<file path="src/rtl/i2s_tx_sample_fifo_if.sv">
// rtl/i2s_tx_sample_fifo_if.sv - sample write stream and per-frame read/output bundle for the I2S sample FIFO
interface i2s_tx_sample_fifo_if;
    logic [15:0] wr_l;
    logic [15:0] wr_r;
    logic        wr_valid;
    logic        wr_ready;
    logic        rd_strobe;
    logic [15:0] l_in;
    logic [15:0] r_in;

    // Producer/consumer side: decimator writes, I2S block strobes and reads
    modport master (
        output wr_l, wr_r, wr_valid, rd_strobe,
        input  wr_ready, l_in, r_in
    );

    // FIFO side
    modport slave (
        input  wr_l, wr_r, wr_valid, rd_strobe,
        output wr_ready, l_in, r_in
    );
endinterface

</file>
<file path="src/rtl/i2s_tx_sample_fifo.sv">
// rtl/i2s_tx_sample_fifo.sv - stereo sample FIFO with prefill and mute-on-underrun feeding the I2S transmitter
module i2s_tx_sample_fifo #(
    parameter int DEPTH_LOG2 = 5,
    parameter int PREFILL    = 16
) (
    input  logic                  clk,
    input  logic                  reset,
    input  logic                  flush,
    input  logic                  clr_flags,
    i2s_tx_sample_fifo_if.slave   bus,
    output logic [DEPTH_LOG2:0]   level,
    output logic                  running,
    output logic                  underrun,
    output logic                  overrun
);
    localparam int DEPTH = 2 ** DEPTH_LOG2;
    localparam int LW    = DEPTH_LOG2 + 1;
    localparam logic [LW-1:0]         FULL_LEVEL    = LW'(DEPTH);
    localparam logic [LW-1:0]         PREFILL_LEVEL = LW'(PREFILL);
    localparam logic [LW-1:0]         LEVEL_ZERO    = '0;
    localparam logic [DEPTH_LOG2-1:0] PTR_ONE       = DEPTH_LOG2'(1);

    typedef enum logic {S_FILL = 1'b0, S_RUN = 1'b1} state_t;

    state_t                 state;
    logic [31:0]            mem [DEPTH];
    logic [31:0]            rd_data;
    logic [DEPTH_LOG2-1:0]  wr_ptr;
    logic [DEPTH_LOG2-1:0]  rd_ptr;
    logic [15:0]            l_q;
    logic [15:0]            r_q;
    logic                   pend;
    logic                   push;
    logic                   pop;
    logic                   under_evt;
    logic                   over_evt;

    assign bus.wr_ready = (level != FULL_LEVEL);
    assign bus.l_in     = l_q;
    assign bus.r_in     = r_q;
    assign running      = (state == S_RUN);

    // flush swallows any same-cycle write or pop, so neither counts as an event
    assign push      = ~flush & bus.wr_valid & bus.wr_ready;
    assign over_evt  = ~flush & bus.wr_valid & ~bus.wr_ready;
    assign pop       = ~flush & (state == S_RUN) & bus.rd_strobe & (level != LEVEL_ZERO);
    assign under_evt = ~flush & (state == S_RUN) & bus.rd_strobe & (level == LEVEL_ZERO);

    // Sample storage write port, left in the upper half of each word
    always_ff @(posedge clk) begin
        if (push)
            mem[wr_ptr] <= {bus.wr_l, bus.wr_r};
    end

    // Registered read of the head pair on a pop
    always_ff @(posedge clk) begin
        if (pop)
            rd_data <= mem[rd_ptr];
    end

    // Pointers, level, playout state, output registers and sticky flags
    always_ff @(posedge clk) begin
        if (reset) begin
            state    <= S_FILL;
            wr_ptr   <= '0;
            rd_ptr   <= '0;
            level    <= '0;
            l_q      <= '0;
            r_q      <= '0;
            pend     <= 1'b0;
            underrun <= 1'b0;
            overrun  <= 1'b0;
        end else begin
            if (flush) begin
                state  <= S_FILL;
                wr_ptr <= '0;
                rd_ptr <= '0;
                level  <= '0;
                l_q    <= '0;
                r_q    <= '0;
                pend   <= 1'b0;
            end else begin
                if (push)
                    wr_ptr <= wr_ptr + PTR_ONE;
                if (pop)
                    rd_ptr <= rd_ptr + PTR_ONE;
                level <= level + LW'(push) - LW'(pop);
                pend  <= pop;
                // second stage of a pop: RAM data reaches the I2S inputs
                if (pend) begin
                    l_q <= rd_data[31:16];
                    r_q <= rd_data[15:0];
                end
                // a mute written here overrides any pair still in flight
                case (state)
                    S_FILL: begin
                        if (bus.rd_strobe) begin
                            l_q <= '0;
                            r_q <= '0;
                        end
                        if (level >= PREFILL_LEVEL)
                            state <= S_RUN;
                    end
                    S_RUN: begin
                        if (under_evt) begin
                            l_q   <= '0;
                            r_q   <= '0;
                            state <= S_FILL;
                        end
                    end
                    default: state <= S_FILL;
                endcase
            end
            underrun <= under_evt | (underrun & ~clr_flags);
            overrun  <= over_evt  | (overrun  & ~clr_flags);
        end
    end
endmodule
</file>
<file path="src/flat_wrapper.sv">
// flat-port wrapper written by rule: the top's interface ports become plain ports
module i2s_tx_sample_fifo_flat 
#(
    parameter int DEPTH_LOG2 = 5,
    parameter int PREFILL    = 16
)
  (clk, reset, flush, clr_flags, level, running, underrun, overrun, bus_wr_l, bus_wr_r, bus_wr_valid, bus_rd_strobe, bus_wr_ready, bus_l_in, bus_r_in);
  i2s_tx_sample_fifo_if bus_i ();
  input  logic clk;
  input  logic reset;
  input  logic flush;
  input  logic clr_flags;
  output logic [DEPTH_LOG2:0] level;
  output logic running;
  output logic underrun;
  output logic overrun;
  input wire logic [$bits(bus_i.wr_l)-1:0] bus_wr_l;
  input wire logic [$bits(bus_i.wr_r)-1:0] bus_wr_r;
  input wire logic [$bits(bus_i.wr_valid)-1:0] bus_wr_valid;
  input wire logic [$bits(bus_i.rd_strobe)-1:0] bus_rd_strobe;
  output wire logic [$bits(bus_i.wr_ready)-1:0] bus_wr_ready;
  output wire logic [$bits(bus_i.l_in)-1:0] bus_l_in;
  output wire logic [$bits(bus_i.r_in)-1:0] bus_r_in;
  assign bus_i.wr_l = bus_wr_l;
  assign bus_i.wr_r = bus_wr_r;
  assign bus_i.wr_valid = bus_wr_valid;
  assign bus_i.rd_strobe = bus_rd_strobe;
  assign bus_wr_ready = bus_i.wr_ready;
  assign bus_l_in = bus_i.l_in;
  assign bus_r_in = bus_i.r_in;
  i2s_tx_sample_fifo #(.DEPTH_LOG2(DEPTH_LOG2), .PREFILL(PREFILL)) u_core (.clk(clk), .reset(reset), .flush(flush), .clr_flags(clr_flags), .bus(bus_i), .level(level), .running(running), .underrun(underrun), .overrun(overrun));
endmodule
</file>
<file path="config.mk">
export PLATFORM = sky130hd
export DESIGN_NAME = i2s_tx_sample_fifo_flat
export DESIGN_NICKNAME = d
export VERILOG_FILES = /design/src/rtl/i2s_tx_sample_fifo_if.sv /design/src/rtl/i2s_tx_sample_fifo.sv /design/src/flat_wrapper.sv
export SDC_FILE = /design/constraint.sdc
export NUM_CORES = 1
export LEC_CHECK = 0
export CORE_MARGIN = 5
export CORE_UTILIZATION = 39
export DETAILED_ROUTE_END_ITERATION = 16
export SYNTH_ARGS = -nofsm -noshare
export SYNTH_HDL_FRONTEND = slang
export SYNTH_SLANG_ARGS = --single-unit
export TNS_END_PERCENT = 5
</file>
<file path="constraint.sdc">
create_clock -name clk -period 5.5 [get_ports clk]
set_input_delay 1.65 -clock clk [delete_from_list [all_inputs] [get_ports clk]]
set_output_delay 1.65 -clock clk [all_outputs]
set_load 0.03 [all_outputs]
</file>
# After elaboration in Yosys (flattened, before gate mapping)

Memory sizes are Yosys's and may differ from the RTL's. A register that Yosys moved wholly into a read port is not among the register bits.
Cells that the tools add are included.

Order comparisons: 1
Reduce and logical (&&, ||, !) cells: 3
Add/subtract/negate cells: 4
Muxes and demuxes: 13
Equal/unequal tests: 1
Bitwise operators: 15

Operator list:

| cell                                                                  | count |
|---|---|
| 16-bit 2-to-1 mux                                                     | 6 |
| 16-bit one-hot mux with 2 select lines                                | 2 |
| 5-bit by 1-bit adder with 5-bit output, second input constant         | 2 |
| 1-bit bitwise AND                                                     | 9 |
| 6-bit by 1-bit adder with 6-bit output                                | 1 |
| 6-bit by 5-bit >= comparator with 1-bit output, second input constant | 1 |
| 6-bit zero test                                                       | 1 |
| 6-bit != test, second input constant                                  | 1 |
| 6-bit nonzero test                                                    | 1 |
| 6-bit by 1-bit subtractor with 6-bit output                           | 1 |
| 1-bit 2-to-1 mux                                                      | 4 |
| 1-bit inverter                                                        | 4 |
| 1-bit OR                                                              | 2 |
| 1-bit one-hot mux with 2 select lines                                 | 1 |
| 2-bit OR reduction                                                    | 1 |

Output and inout bits: 42
Memories kept: 1
Bits in writable memories: 1024
Bits in registers: 52
Input bits: 38

Memory list:

| name       | words | width | read ports | clocked after memory_dff | wr ports | line                     | RTL |
|---|---|---|---|---|---|---|---|
| u_core.mem | 32    | 32    | 1          | 1                        | 1        | i2s_tx_sample_fifo.sv:26 | `logic [31:0] mem [DEPTH];` |

# Depth between registers and ports, before layout

Gate-level depths: netlist of the first run.

Depth after elaboration: 6
Gate-level depth with buffers: 14

# Worst setup path before layout of the first run

OpenSTA, ideal clock, no wires.

Kind: input to register
Start: in flush
End: reg u_core.level[4]
Arrival time: 4.597 ns
Setup time: 0.124 ns
Cell stages on the path: 12
Required time: 5.376 ns
Slack: 0.779 ns
Cell sequence: and3b_1 > and2_1 > clkbuf_1 > ha_1 > inv_1 > ha_1 > inv_1 > fa_1 > nand2b_1 > a21oi_1 > o21a_1 > nor3_1

Longest elaborated chain between the ends: 5
Elaborated cells on any way between the ends: 9
Those cells by class: 2 x add/sub; 6 x bitwise; 1 x reduce/logical

Ends and longest elaborated chain:

| element                                     | line                     | RTL |
|---|---|---|
| from (decl)                                 | flat_wrapper.sv:11       | `input logic flush;` |
| 1-bit inverter                              | i2s_tx_sample_fifo.sv:46 | `assign pop = ~flush & (state == S_RUN) & bus.rd_strobe & (level != LEVEL_ZERO);` |
| 1-bit bitwise AND (3 in a row)              | i2s_tx_sample_fifo.sv:46 |  |
| named net u_core.pop                        | i2s_tx_sample_fifo.sv:34 | `logic pop;` |
| 6-bit by 1-bit subtractor with 6-bit output | i2s_tx_sample_fifo.sv:87 | `level <= level + LW'(push) - LW'(pop);` |
| to (signal assigned)                        | i2s_tx_sample_fifo.sv:87 |  |
| to (decl)                                   | i2s_tx_sample_fifo.sv:11 | `output logic [DEPTH_LOG2:0] level,` |

The timed path passes the listed nets, and every way through them passes these cells.
A chain may end at the register's enable or synchronous reset.

# Worst setup path in the final report of the first run

Start: reg u_core.level[2]
End: out bus_wr_ready

Longest elaborated chain between the ends: 1

Ends and longest elaborated chain:

| element       | line                     | RTL |
|---|---|---|
| 6-bit != test | i2s_tx_sample_fifo.sv:38 | `assign bus.wr_ready = (level != FULL_LEVEL);` |
| to (decl)     | flat_wrapper.sv:21       | `output wire logic [$bits(bus_i.wr_ready)-1:0] bus_wr_ready;` |

No other way between the ends.

==> flow_metrics.env, run 1 <==
export IMPL_path_delay_family="buffers and inverters"
export IMPL_antenna_left=0
export IMPL_worst_slew_pin_slew_ps=1160
export IMPL_dr_pass1_iters=5
export IMPL_setup_violations=0
export IMPL_wl_per_cell_um=29.1
export IMPL_fp_coreArea_um2=107000
export IMPL_die_h_um=338
export IMPL_ys_warn_count=0
export IMPL_cp_required_ps=3850
export IMPL_tritoncts="done"
export IMPL_viasPerCell=5.61
export IMPL_cp_start_kind="flop"
export IMPL_slowest_stage="clkdlybuf4s50_1"
export IMPL_grt_antenna_before_repair=10
export IMPL_setup_tns_ps=0
export IMPL_maxSlewViolCount=0
export IMPL_finClkSkew_ps=29.9
export IMPL_vias=20400
export IMPL_drive_gt1_frac=0.225
export IMPL_synth_nets=2033
export IMPL_path_cells="inv_1, ha_1, and4bb_2, inv_1, clkdlybuf4s50_1"
export IMPL_area_growth_pct=14.9
export IMPL_cp_arrival_ps=2370
export IMPL_end_kind="output pin"
export IMPL_ir_worst_vdd_v=0.000262
export IMPL_synth_area_per_cell_um2=21.2
export IMPL_htree_num_levels=3
export IMPL_dp_hpwl_um=64200
export IMPL_p_per_area_nw_per_um2=350
export IMPL_clk_pin_slew_ps=60
export IMPL_numCtsBuffers=110
export IMPL_initial_core_util=0.393
export IMPL_synth_seq_area_share=0.779
export IMPL_async_reset_ff_frac=0
export IMPL_outcome="complete, no violations"
export IMPL_first_iter_violations=2399
export IMPL_max_freq_mhz=249
export IMPL_io_buffers=79
export IMPL_hold_class="reg2reg"
export IMPL_crit_top_cell="inv_1"
export IMPL_ys_ff_latch=1108
export IMPL_num_rows=120
export IMPL_die_area_um2=114000
export IMPL_criticalPathCategory="reg2out"
export IMPL_p_leak_nw=14.4
export IMPL_synth_ff_type="edfxtp_1"
export IMPL_final_hold_worst_slack_ps=483
export IMPL_finalCritPeriodShare=0.731
export IMPL_rsz0062_at_grt="false"
export IMPL_final_common_cell="edfxtp_1"
export IMPL_crit_buf_inv=3
export IMPL_rr_worst_depth=4
export IMPL_top_level_ports=80
export IMPL_antenna_cells=0
export IMPL_grt_usage=0.182
export IMPL_whs_path_depth=2
export IMPL_final_hold_viol_count=0
export IMPL_gp_congestion=0.804
export IMPL_cts_sinks=1108
export IMPL_grt_first_pass_wirelength_um=152000
export IMPL_synth_enable_flop_cells=1056
export IMPL_gr_total_overflow=0
export IMPL_worst_path_max_fanout=5
export IMPL_grt_max_degree=70
export IMPL_drv_cap=0
export IMPL_synth_area_um2=42000
export IMPL_die_width_um=338
export IMPL_most_common_layout_cells="1,056 x edfxtp_1, 193 x mux4_2, 160 x mux2i_1, 113 x clkbuf_16, 93 x a22oi_1"
export IMPL_drc=0
export IMPL_holdBufCountCts=0
export IMPL_period_minus_slack_ps=4020
export IMPL_synth_cells=1980
export IMPL_cts_resized=0
export IMPL_cts_setup_buffers=0
export IMPL_first_global_vias=20900
export IMPL_cts_path_max_buffers=3
export IMPL_clock_latency_ps=680
export IMPL_wl_um=106000
export IMPL_cts_root_buf="clkbuf_16"
export IMPL_cpPeakStageDelay_ps=670
export IMPL_slew_limit_headroom=0.222
export IMPL_yosysUniqueCellTypes=48
export IMPL_cp_depth=5
export IMPL_final_nets=2187
## routing by layer
layer	part of all wire	up-vias	global-route usage
met2	0.48	827	0.292
met3	0.082	120	0.0401
met4	0.023	8	0.0500
met1	0.41	10800	0.253
met5	0.00052	-	0
li1	-	8589	-
## through the flow
step                power [mW]  cells  area, µm²   util  setup slack (ps)
global route              17.5   3631      48300  0.451              1390
finish                    16.9   3631      48300  0.451              1480
global placement          9.69   3425      44700  0.418              1040
detailed placement        9.70   3425      44700  0.418               996
floorplan                 9.48   1980      42000      -               779
CTS                       17.0   3631      48300  0.451              1430
## Yosys cell counts, types with 3 or more instances
| cell | n | area share |
|---|---|---|
| mux4_2 | 193 | 0.10 |
| nand3b_1 | 3 | 0.00054 |
| o21a_1 | 3 | 0.00054 |
| buf_2 | 23 | 0.0027 |
| buf_4 | 14 | 0.0025 |
| a21oi_1 | 68 | 0.0081 |
| edfxtp_1 | 1056 | 0.75 |
| inv_1 | 16 | 0.0014 |
| xor2_1 | 3 | 0.00063 |
| nor4_1 | 3 | 0.00045 |
| ha_1 | 14 | 0.0042 |
| buf_6 | 9 | 0.0024 |
| nand2_1 | 10 | 0.00089 |
| nor3_1 | 3 | 0.00036 |
| o221ai_1 | 62 | 0.013 |
| dfxtp_1 | 52 | 0.025 |
| nor2b_1 | 6 | 0.00089 |
| mux2i_1 | 160 | 0.038 |
| nor2_1 | 80 | 0.0071 |
| a22oi_1 | 93 | 0.017 |
| clkbuf_1 | 47 | 0.0042 |
| buf_8 | 4 | 0.0014 |
| buf_12 | 7 | 0.0033 |
| xnor2_1 | 4 | 0.00083 |
| nand3_1 | 8 | 0.00095 |
| o21ai_0 | 3 | 0.00036 |
| buf_1 | 8 | 0.00071 |
## flip-flops by register name, summed over array words and instances (netlist names)
name / flops
u_core.level: 6
u_core.pend: 1
u_core.mem: 1024
u_core.running: 1
u_core.underrun: 1
u_core.rd_ptr: 5
u_core.bus.l_in: 16
u_core.rd_data: 32
u_core.overrun: 1
u_core.bus.r_in: 16
u_core.wr_ptr: 5
## where the power goes
group,internal [mW],leakage [nW],switching (mW)
registers,9.25,9.92,0.00525
logic,0.0537,2.75,0.215
clock network,4.22,1.75,3.16
## final cells by class
type                            count  area [µm²]
Fill cell                        8885       58800
Sequential cell                  1108       32800
Multi-Input combinational cell    743        8780
Clock buffer                      135        2930
Tap cell                         1403        1760
Timing Repair Buffer              155        1360
Clock inverter                     71         647
Inverter                           16        60.1
## worst reg2reg max path, stage by stage (launching register included)
cell,delay (ps)
dfxtp_1,910
nor2b_4,710
buf_4,640
a22oi_1,440
a22oi_1,370
## cell families after synthesis
kind of cell	share of synthesized area
xor gates and xnor gates	0.00146
muxes	0.141
AOI/OAI and AO/OA	0.0403
and+or+nand+nor	0.0143
DFF	0.779
buffers and inverters	0.0189
adders and majority gates	0.00464
## worst paths after layout
path	from	endpoint	slack, ps
worst max-delay path	u_core.level[2]	bus_wr_ready	1480
worst min-delay path	u_core.rd_data[8]	u_core.bus.r_in[8]	480
worst max register to register	u_core.rd_ptr[3]	u_core.rd_data[5]	2220
worst min register to register	u_core.rd_data[8]	u_core.bus.r_in[8]	480
Power figures use the tool's default switching activity.
==> inputs of run 2 (changes only) <==
==> constraint.sdc (replaced) <==
create_clock -name clk -period 3.6 [get_ports clk]
set_input_delay 1.08 -clock clk [delete_from_list [all_inputs] [get_ports clk]]
set_output_delay 1.08 -clock clk [all_outputs]
set_load 0.03 [all_outputs]
==> run 2 against run 1 <==
  * Clock skew down 1.5 ps
  * Non-clock buffer count up 71
  * Total power up 51%
  * Sequential power up 52%
  * Combinational power up 58%
  * Highest routed layer is now met4
==> flow_metrics.env, run 2 (synthesis gave the netlist of run 1 again) <==
export IMPL_outcome="complete, no violations"
export IMPL_cp_start_kind="flop"
export IMPL_die_area_um2=114000
export IMPL_crit_path_start="u_core.level[2]"
export IMPL_gp_congestion=0.795
export IMPL_setup_tns_ps=0
export IMPL_drv_cap=0
export IMPL_cp_required_ps=2520
export IMPL_cts_path_max_buffers=3
export IMPL_rsz0062_at_grt="false"
export IMPL_setup_violations=0
export IMPL_grt_antenna_before_repair=0
export IMPL_cts_sinks=1108
export IMPL_wl_per_cell_um=27.6
export IMPL_p_leak_nw=14.8
export IMPL_maxSlewViolCount=0
export IMPL_r2r_start="u_core.rd_ptr[1]"
export IMPL_numCtsBuffers=112
export IMPL_fp_coreArea_um2=107000
export IMPL_antenna_cells=0
export IMPL_first_iter_violations=1937
export IMPL_gr_total_overflow=0
export IMPL_p_per_area_nw_per_um2=519
export IMPL_largest_register_ffs=1024
export IMPL_slew_limit_headroom=0.351
export IMPL_period_minus_slack_ps=3420
export IMPL_max_freq_mhz=292
export IMPL_viasPerCell=5.54
export IMPL_finClkSkew_ps=28.4
export IMPL_final_hold_viol_count=0
export IMPL_num_rows=120
export IMPL_criticalPathCategory="reg2out"
export IMPL_dr_pass1_iters=5
export IMPL_initial_core_util=0.393
export IMPL_cp_arrival_ps=2340
export IMPL_htree_num_levels=3
export IMPL_final_common_cell="edfxtp_1"
export IMPL_hold_start="u_core.rd_data[9]"
export IMPL_cts_resized=0
export IMPL_worst_slew_pin_slew_ps=973
export IMPL_top_level_ports=80
export IMPL_fillers=8950
export IMPL_end_kind="output pin"
export IMPL_drc=0
export IMPL_io_buffers=79
export IMPL_antenna_left=0
export IMPL_die_h_um=338
export IMPL_drive_gt1_frac=0.233
export IMPL_area_growth_pct=16.6
export IMPL_most_common_layout_cells="1,056 x edfxtp_1, 193 x mux4_2, 160 x mux2i_1, 122 x buf_4, 113 x clkbuf_16"
export IMPL_grt_first_pass_wirelength_um=147000
export IMPL_tritoncts="done"
export IMPL_holdBufCountCts=0
export IMPL_grt_max_degree=77
export IMPL_clock_latency_ps=690
export IMPL_dp_hpwl_um=64600
export IMPL_hold_class="reg2reg"
export IMPL_ir_worst_vdd_v=0.000360
export IMPL_wl_um=102000
export IMPL_first_global_vias=21000
export IMPL_clk_pin_slew_ps=60
export IMPL_final_nets=2260
export IMPL_cts_root_buf="clkbuf_16"
export IMPL_cts_setup_buffers=0
export IMPL_finalCritPeriodShare=0.951
export IMPL_largest_register="u_core.mem"
export IMPL_worst_path_max_fanout=5
export IMPL_vias=20500
export IMPL_finish_utilization=0.458
export IMPL_grt_usage=0.175
export IMPL_die_width_um=338
export IMPL_reg_top3="u_core.mem: 1024 flops, u_core.rd_data: 32 flops"
[run 2: changes by cell type in the layout (fill, tap and decap cells not counted), moves of 2 or more]
cell and delta:
buf_4 +54, buf_2 -20, clkdlybuf4s50_1 +20, buf_12 +17, clkbuf_1 +14, clkinv_2 -9
clkinv_1 +6, clkinvlp_4 -4, bufinv_16 -3, inv_6 +2
[run 2: final timing paths]
kind | slack, ps | cells past startpoint | endpoint
setup / recovery | 180 | 5 | bus_wr_ready
hold / removal | 490 | 2 | u_core.bus.r_in[9]
setup reg to reg | 600 | 4 | u_core.rd_data[30]
hold reg to reg | 490 | 2 | u_core.bus.r_in[9]
[run 2: critical path, stage by stage (launching register included)]
cell	delay (ps)
dfxtp_1	350
inv_1	70
ha_1	220
and4bb_2	270
inv_1	90
clkdlybuf4s50_1	670
[run 2: layout make-up]
cell class,count,area [µm²],area share
multi-input cells,743,8780,0.179
repair buffers,226,2210,0.0450
clock buffers,148,2970,0.0606
flip-flops and latches,1108,32800,0.668
well taps,1403,1760,0.0358
clock inverters,61,479,0.00978
inverters,16,60.1,0.00123
[run 2: stage by stage]
stage          cells  power, mW  hold slack [ps]  worst slack, ps  instance area (µm²)
2_1_floorplan   1980       14.5              456             10.1                42000
3_3_place_gp    3496       14.8              472            -29.4                45600
3_5_place_dp    3496       14.8              479             3.59                45600
4_1_cts         3705       25.7              494              119                49000
5_1_grt         3705       26.3              504             73.8                49000
6_report        3705       25.5              488              176                49000
[run 2: power by group]
part	switching [mW]	internal, mW	leakage [nW]
registers	0.00752	14.1	9.92
clock network	4.68	6.22	1.68
logic	0.312	0.112	3.16
[run 2: layer usage]
layer  part of all wire  track usage  up-vias  wire, µm
met2               0.48        0.283      762     49500
met1               0.41        0.242    10900     42300
met4              0.026       0.0517        0      2710
met3              0.076       0.0375      128      7780
li1                   -            -     8753         -
met5                  0            0        -         0
==> inputs of run 3 (changes only) <==
--- a/config.mk
+++ b/config.mk
@@ -8,6 +8,7 @@
 export CORE_MARGIN = 5
 export CORE_UTILIZATION = 39
 export DETAILED_ROUTE_END_ITERATION = 16
+export SLEW_MARGIN = 20
 export SYNTH_ARGS = -nofsm -noshare
 export SYNTH_HDL_FRONTEND = slang
 export SYNTH_SLANG_ARGS = --single-unit
==> results of run 3 <==
Same layout as run 2: the final DEF is identical, and so are final timing and power.
